## src/rtl/program_loader.sv

```systemverilog
// Serial program loader: receives framed instruction words from a byte
// stream, writes them into instruction memory and holds the CPU in clear
// until a frame with a good checksum has been loaded.
module program_loader #(
    parameter logic [7:0]  SYNC_BYTE = 8'hA5,
    parameter logic [31:0] TIMEOUT   = 32'd100000
) (
    input  logic        clk,
    input  logic        clr,
    input  logic [7:0]  rx_data,
    input  logic        rx_valid,
    output logic        rx_ready,
    output logic        prog_write,
    output logic [7:0]  prog_addr,
    output logic [31:0] prog_data,
    output logic        cpu_hold,
    output logic        done,
    output logic        error
);

    localparam int unsigned BYTE_W = 8;
    localparam int unsigned WORD_W = 32;
    localparam int unsigned TMO_W  = 32;
    localparam int unsigned BIDX_W = 2;

    typedef enum logic [2:0] {
        S_IDLE  = 3'd0,
        S_COUNT = 3'd1,
        S_DATA  = 3'd2,
        S_WRITE = 3'd3,
        S_CHECK = 3'd4,
        S_DONE  = 3'd5,
        S_ERR   = 3'd6
    } state_t;

    state_t              state_q, state_d;
    logic [BYTE_W-1:0]   count_q, count_d;
    logic [BYTE_W-1:0]   word_idx_q, word_idx_d;
    logic [BIDX_W-1:0]   byte_idx_q, byte_idx_d;
    logic [BYTE_W-1:0]   checksum_q, checksum_d;
    logic [WORD_W-1:0]   shreg_q, shreg_d;
    logic [TMO_W-1:0]    tmo_q, tmo_d;
    logic                rx_ready_d, prog_write_d, cpu_hold_d, done_d, error_d;
    logic [BYTE_W-1:0]   prog_addr_d;
    logic [WORD_W-1:0]   prog_data_d;
    logic                accept_c;
    logic                timeout_c;
    logic                is_sync_c;
    logic [WORD_W-1:0]   shifted_c;

    assign accept_c  = rx_valid & rx_ready;
    assign timeout_c = (tmo_q >= TIMEOUT);
    assign is_sync_c = (rx_data == SYNC_BYTE);
    assign shifted_c = {shreg_q[WORD_W-BYTE_W-1:0], rx_data};

    // State and datapath registers; reset forces the idle, CPU-released state
    always_ff @(posedge clk or negedge clr) begin
        if (!clr) begin
            state_q    <= S_IDLE;
            count_q    <= '0;
            word_idx_q <= '0;
            byte_idx_q <= '0;
            checksum_q <= '0;
            shreg_q    <= '0;
            tmo_q      <= '0;
            rx_ready   <= 1'b1;
            prog_write <= 1'b0;
            prog_addr  <= '0;
            prog_data  <= '0;
            cpu_hold   <= 1'b0;
            done       <= 1'b0;
            error      <= 1'b0;
        end else begin
            state_q    <= state_d;
            count_q    <= count_d;
            word_idx_q <= word_idx_d;
            byte_idx_q <= byte_idx_d;
            checksum_q <= checksum_d;
            shreg_q    <= shreg_d;
            tmo_q      <= tmo_d;
            rx_ready   <= rx_ready_d;
            prog_write <= prog_write_d;
            prog_addr  <= prog_addr_d;
            prog_data  <= prog_data_d;
            cpu_hold   <= cpu_hold_d;
            done       <= done_d;
            error      <= error_d;
        end
    end

    // Next-state decode; an expired timeout wins over a byte arriving the same cycle
    always_comb begin
        state_d = state_q;
        unique case (state_q)
            S_IDLE, S_DONE, S_ERR: begin
                if (accept_c && is_sync_c) state_d = S_COUNT;
            end
            S_COUNT: begin
                if (timeout_c)     state_d = S_ERR;
                else if (accept_c) state_d = S_DATA;
            end
            S_DATA: begin
                if (timeout_c)                                state_d = S_ERR;
                else if (accept_c && byte_idx_q == BIDX_W'(3)) state_d = S_WRITE;
            end
            S_WRITE: begin
                state_d = (word_idx_q == count_q) ? S_CHECK : S_DATA;
            end
            S_CHECK: begin
                if (timeout_c)     state_d = S_ERR;
                else if (accept_c) state_d = (rx_data == checksum_q) ? S_DONE : S_ERR;
            end
            default: state_d = S_IDLE;
        endcase
    end

    // Next values for datapath and registered outputs
    always_comb begin
        count_d      = count_q;
        word_idx_d   = word_idx_q;
        byte_idx_d   = byte_idx_q;
        checksum_d   = checksum_q;
        shreg_d      = shreg_q;
        tmo_d        = '0;
        prog_write_d = 1'b0;
        prog_addr_d  = prog_addr;
        prog_data_d  = prog_data;
        cpu_hold_d   = cpu_hold;
        done_d       = done;
        error_d      = error;
        rx_ready_d   = (state_d != S_WRITE);

        // Inter-byte watchdog only runs while a frame is being received
        if (state_q == S_COUNT || state_q == S_DATA || state_q == S_CHECK) begin
            tmo_d = accept_c ? '0 : tmo_q + TMO_W'(1);
        end

        unique case (state_q)
            S_IDLE, S_DONE, S_ERR: begin
                if (accept_c && is_sync_c) begin
                    done_d     = 1'b0;
                    error_d    = 1'b0;
                    word_idx_d = '0;
                    byte_idx_d = '0;
                    checksum_d = '0;
                    cpu_hold_d = 1'b1;
                end
            end
            S_COUNT: begin
                if (accept_c) begin
                    count_d    = rx_data;
                    checksum_d = rx_data;
                end
            end
            S_DATA: begin
                if (accept_c) begin
                    shreg_d    = shifted_c;
                    checksum_d = checksum_q ^ rx_data;
                    byte_idx_d = byte_idx_q + BIDX_W'(1);
                end
            end
            S_WRITE: begin
                if (word_idx_q != count_q) word_idx_d = word_idx_q + BYTE_W'(1);
            end
            default: ;
        endcase

        // Strobe is registered, so it is raised on the edge that enters WRITE
        if (state_d == S_WRITE && state_q != S_WRITE) begin
            prog_write_d = 1'b1;
            prog_addr_d  = word_idx_q;
            prog_data_d  = shifted_c;
        end

        if (state_d == S_DONE && state_q != S_DONE) begin
            done_d     = 1'b1;
            cpu_hold_d = 1'b0;
        end

        if (state_d == S_ERR && state_q != S_ERR) begin
            error_d    = 1'b1;
            cpu_hold_d = 1'b1;
        end
    end

endmodule

```

## config.mk

```make
export PLATFORM = sky130hd
export DESIGN_NAME = program_loader
export DESIGN_NICKNAME = d
export VERILOG_FILES = /design/src/rtl/program_loader.sv
export SDC_FILE = /design/constraint.sdc
export NUM_CORES = 1
export LEC_CHECK = 0
export ABC_AREA = 1
export BUFFER_PORTS_ARGS = -buffer_cell sky130_fd_sc_hd__buf_4
export CAP_MARGIN = 20
export CORE_UTILIZATION = 58
export CTS_CLUSTER_DIAMETER = 150
export DETAILED_ROUTE_END_ITERATION = 10
export PLACE_DENSITY = 0.75
export SLEW_MARGIN = 20
export SYNTH_ARGS = -nofsm -noshare
export SYNTH_HDL_FRONTEND = slang
export SYNTH_SLANG_ARGS = --single-unit
```

## constraint.sdc

```tcl
create_clock -name clk -period 2.92 [get_ports clk]
set_clock_uncertainty 0.2 [all_clocks]
set_input_delay 0.292 -clock clk [delete_from_list [all_inputs] [get_ports clk]]
set_output_delay 0.292 -clock clk [all_outputs]
set_load 0.03 [all_outputs]
```

Word-level counts from Yosys, hierarchy flattened --
Index checks and enable logic that the tools add are counted.
Storage, ports and cells: register bits after elaboration 130
Cells by class: eq/ne operators 22, mux-type cells 30, order comparisons 1, bitwise logic cells 2, add/subtract/negate cells 3, reductions and logical operators 26
Operators with widths (count):
- $mux W32 | 2
- $add A32 B1 Y32 const B | 1
- $ge A32 B17 Y1 const B | 1
- $mux W8 | 4
- $mux W3 | 8
- $pmux W8 S3 | 1
- $eq A8 B8 Y1 | 2
- $pmux W8 S2 | 1
- $eq A3 B3 Y1 const B | 5
- $pmux W3 S5 | 1
- $reduce_bool A2 Y1 | 6
- $reduce_and A2 Y1 | 5
- $eq A3 B2 Y1 const B | 3
- $mux W1 | 9
- $reduce_bool A3 Y1 | 3
- $add A8 B1 Y8 const B | 1
- $eq A8 B8 Y1 const B | 1
- $ne A2 B2 Y1 const B | 4
- $ne A8 B8 Y1 | 1
- $xor A8 B8 Y8 | 1
- $mux W2 | 3
- $ne A3 B2 Y1 const B | 2
- $ne A3 B3 Y1 const B | 2
- $reduce_and A3 Y1 | 2
- other kinds (10) | 15

Longest topological paths before layout --
depth in word-level cells 9, mapped depth 12, depth with buffers taken out 12

Worst setup path before layout --
No wires, ideal clock.
path type reg-to-reg, start reg rx_ready, end reg prog_data[10], setup time 131 ps, arrival time 1629 ps, stages on the path, launching flop included 9, path slack 960 ps, period minus slack after synthesis 1960 ps, cells stage by stage dfstp_2 > nand2_2 > inv_2 > nand2_1 > a211o_1 > buf_2 > buf_2 > nand2_1 > o21ai_0
On the way: longest elaborated chain between the ends 7
Ends and longest elaborated chain:
- start, declared | RTL line 12 | output logic rx_ready,
- start signal, assigned | RTL line 81 | rx_ready <= rx_ready_d;
- $and A1 B1 Y1 (*) | RTL line 51 | assign accept_c = rx_valid & rx_ready;
- $logic_and A1 B1 Y1 | RTL line 104 | else if (accept_c && byte_idx_q == BIDX_W'(3)) state_d = S_WRITE;
- $mux W3 | RTL line 104
- $mux W3 | RTL line 103 | if (timeout_c) state_d = S_ERR;
- $pmux W3 S5 (*) | RTL line 94 | unique case (state_q)
- $eq A3 B2 Y1 (*) | RTL line 169 | if (state_d == S_WRITE && state_q != S_WRITE) begin
- $logic_and A1 B1 Y1 (*) | RTL line 169
- end signal, assigned | RTL line 84 | prog_data <= prog_data_d;
- end, declared | RTL line 15 | output logic [31:0] prog_data,
Mark *: on every way between the ends. The rest lies on a longest branch, timed or not. A chain may end at the register's enable or synchronous reset.

Final worst setup path --
start reg tmo_q[0], end reg tmo_q[26]
On the way: longest elaborated chain between the ends 3
Ends and longest elaborated chain:
- start, declared | RTL line 42 | logic [TMO_W-1:0] tmo_q, tmo_d;
- start signal, assigned | RTL line 80 | tmo_q <= tmo_d;
- $add A32 B1 Y32 | RTL line 135 | tmo_d = accept_c ? '0 : tmo_q + TMO_W'(1);
- $mux W32 | RTL line 135
- $mux W32 | RTL line 134 | if (state_q == S_COUNT || state_q == S_DATA || state_q == S_CHECK) begin
- net tmo_d[26] | RTL line 42
The timed path passes the listed nets, and every way through them passes these cells.

==> flow_metrics.py <==
metrics = {
    "setup_path": {
        "cp_slowest_cell": "dfrtp_1",
        "timing.rr.end": "tmo_q[26]",
        "path_delay_family": "simple AND/OR/NAND/NOR gates",
        "required_ns": 3.17,
        "cp_num_buf_inv": 1,
        "crit_arrival_ns": 2.51,
        "cp_cell_sequence": "ha_1 -> nand3_1 -> nor3_1 -> nand3b_1 -> nor2_1 -> nand3_1 -> inv_1 -> nand2_1 -> a21oi_1 -> o21a_1",
        "critPathLaunchType": "register",
        "end_kind": "register",
        "r2r_start": "tmo_q[0]",
        "cp_common_cell": "nand3_1",
        "r2r_cells": 10,
        "cp_max_fo": 4,
        "cpPeakStageDelay_ns": 0.41,
        "critical_path_class": "reg2reg",
        "r2r_setup_slack_ns": 0.66,
    },
    "logic_synthesis": {
        "synth_edf_count": 0,
        "ys.flop_type": "dfrtp_1",
        "yosysWarnings": 0,
        "synth_top_area_share_pct": 52.7,
        "synth_top_cells_by_count": "nand2_1 (193), dfrtp_1 (129), inv_1 (100), o21ai_0 (88), nor2_1 (51)",
        "synth.largest_area_cell": "dfrtp_1",
        "syn_inst": 743,
        "synth.most_common_cell": "nand2_1",
        "synthArstFlopShare_pct": 100,
        "syn-num-nets": 758,
        "yosysSeqAreaShare_pct": 53.1,
        "synth_area_leaders": "dfrtp_1 (53%), nand2_1 (12%), o21ai_0 (7.2%)",
        "avgSynthCellArea_sq_um": 8.25,
        "ys_types": 37,
        "ys_ff_latch": 130,
        "syn_area_sq_mm": 0.00613,
    },
    "placement": {
        "gp_congestion": 0.904,
        "dp_hpwl_um": 9110,
        "place_area_sq_mm": 0.00668,
        "io_buffers": 55,
    },
    "clocking": {
        "clk_path_buf_depth": 2,
        "cts_inserted_buffers": 17,
        "clkTransAtPathRegs_ns": 0.06,
        "clk_latency_ns": 0.51,
        "holdBufCountCts": 9,
        "post_cts_resized": 0,
        "cts_setup_buffers": 0,
        "cts_tree": "built",
        "clockRootBuffer": "clkbuf_8",
        "h-tree-depth": 4,
        "cts_sinks": 130,
    },
    "final_layout": {
        "multi_input_area_sq_mm": 0.00239,
        "diodes": 0,
        "finalInstanceArea_sq_mm": 0.00737,
        "n_fill_cell": 817,
        "final_nets": 828,
        "drive_gt1_share_pct": 14.3,
        "regArea_sq_mm": 0.00325,
        "areaGrowthSynthToFinish_pct": 20.3,
    },
    "floorplanning": {
        "initial_core_util_pct": 59.6,
        "top_level_ports": 56,
        "floorplan.die_area_sq_mm": 0.0110,
        "core_sq_mm": 0.0103,
        "die_height_um": 105,
        "die_w_um": 105,
        "rows": 37,
    },
    "grt": {
        "grtUsageMet2_pct": 45.1,
        "grt_pass1_vias": 4996,
        "use_met3_pct": 4.55,
        "top_usage_layer": "met2",
        "grt_pass1_wl_um": 22400,
        "track_usage_pct": 26.0,
        "antenna_found_initial": 0,
        "use_met1_pct": 31.7,
        "grt_overflow": 0,
        "grt_max_degree": 81,
    },
    "routing": {
        "wl_per_cell_um": 13.5,
        "vias": 5075,
        "drtIter0Drc": 309,
        "antenna_left": 0,
        "drt_first_pass_iters": 5,
        "totalWireLength_um": 13000,
        "via_per_inst": 5.28,
        "drc": 0,
    },
    "flow_run": {
        "maxCapViolCount": 0,
    },
    "power": {
        "p_per_area_mw_per_mm2": 1060,
        "p_total_uw": 7780,
        "vdd_drop_max_mv": 0.512,
        "power_leakage_uw": 0.00363,
    },
    "sta": {
        "hold_viol": 0,
        "worst_hold_slack_ns": 0.0326,
        "tightest_slew_ns": 0.686,
        "rsz0062_at_grt": "no",
        "slew_headroom_pct": 54.2,
        "period_share_pct": 77.3,
        "final_max_slew_viol_count": 0,
        "max_freq_mhz": 443,
        "min_period_ns": 2.26,
        "setup_viol": 0,
        "finalSetupTns_ns": 0,
    },
    "hold_path": {
        "hold_end": "byte_idx_q[0]",
        "min_path_type": "in2reg",
        "min_path_cells": 3,
        "min_from": "rx_valid",
    },
    "outcome": {
        "status": "complete, no violations",
    },
}
where the power goes:
group          leakage, uW  total [uW]  switching (uW)  internal [uW]
Clock             0.000295        2100             734           1360
Combinational      0.00167        2860            1890            976
Sequential         0.00167        2820             398           2430
Total              0.00363        7780            3020           4760
sequential cells by signal (all words and copies together) (netlist names):
register,count
prog_data,32
tmo_q,32
shreg_q,24
checksum_q,8
count_q,8
prog_addr,8
word_idx_q,8
state_q,3
byte_idx_q,2
cpu_hold,1
done,1
error,1
prog_write,1
rx_ready,1
final cells by class:
| cell class | instances | area share (%) |
|---|---|---|
| flip-flops and latches | 130 | 44.2 |
| multi-input cells | 488 | 32.5 |
| repair buffers | 70 | 7.60 |
| clock buffers | 22 | 6.28 |
| inverters | 106 | 5.40 |
| well taps | 136 | 2.31 |
| clock inverters | 10 | 1.78 |
through the flow:
stage                     util, %  instances  setup WS [ns]
final                        71.7        962          0.664
after global placement       65.0        921          0.586
after CTS                    71.6        962          0.496
after detailed placement     65.0        921          0.519
after global routing         71.7        962          0.400
after floorplan                 -        743          0.960
metal layers:
layer | vias up | share of wire, %
met4 | 0 | 2.5
met3 | 27 | 3.7
met1 | 2405 | 44
met5 | - | 0
li1 | 2534 | -
met2 | 109 | 50
worst register-to-register path, cell delays in order (launching register included):
cell and delay (ns):
dfrtp_1 0.41, ha_1 0.22, nand3_1 0.13, nor3_1 0.28, nand3b_1 0.20, nor2_1 0.16
nand3_1 0.14, inv_1 0.12, nand2_1 0.07, a21oi_1 0.13, o21a_1 0.14
worst max path at each step:
stage	to	cells past startpoint	slack (ns)	startpoint
after global routing	tmo_q[26]	10	0.40	tmo_q[0]
final	tmo_q[26]	10	0.66	tmo_q[0]
after CTS	prog_data[4]	6	0.50	rx_ready
after global placement	prog_addr[1]	6	0.59	rx_ready
after detailed placement	prog_data[4]	6	0.52	rx_ready
after floorplan	prog_data[10]	8	0.96	rx_ready
cell usage in the layout (no fill, tap or decap), types with 4 or more instances in the layout:
| cell type | synthesis | routed |
|---|---|---|
| nand2_1 | 193 | 193 |
| dfrtp_1 | 129 | 129 |
| inv_1 | 100 | 100 |
| o21ai_0 | 88 | 88 |
| buf_4 | 3 | 60 |
| nor2_1 | 51 | 50 |
| a21oi_1 | 25 | 25 |
| nand3_1 | 23 | 23 |
| nor3_1 | 21 | 21 |
| clkbuf_16 | 0 | 16 |
| xnor2_1 | 11 | 11 |
| o21ai_1 | 10 | 10 |
| nand4_1 | 10 | 10 |
| dlygate4sd3_1 | 0 | 9 |
| xor2_1 | 8 | 8 |
| o22ai_1 | 8 | 8 |
| nand3_2 | 5 | 5 |
| inv_2 | 5 | 5 |
| nor2_2 | 4 | 5 |
| clkinv_2 | 0 | 5 |
| nand2_2 | 4 | 4 |
| nor4_1 | 4 | 4 |
| o21a_1 | 4 | 4 |
| ha_1 | 4 | 4 |
| clkbuf_8 | 0 | 4 |
logic make-up after synthesis:
kind of cell	after synthesis	share of synthesized area (%)
flops	130	53.1
buf+inv	125	8.02
simple gates	324	23.2
compound gates	141	12.2
xor+xnor	19	2.72
fa+ha+maj	4	0.817
Note: power is estimated with default switching activity, not from simulation.
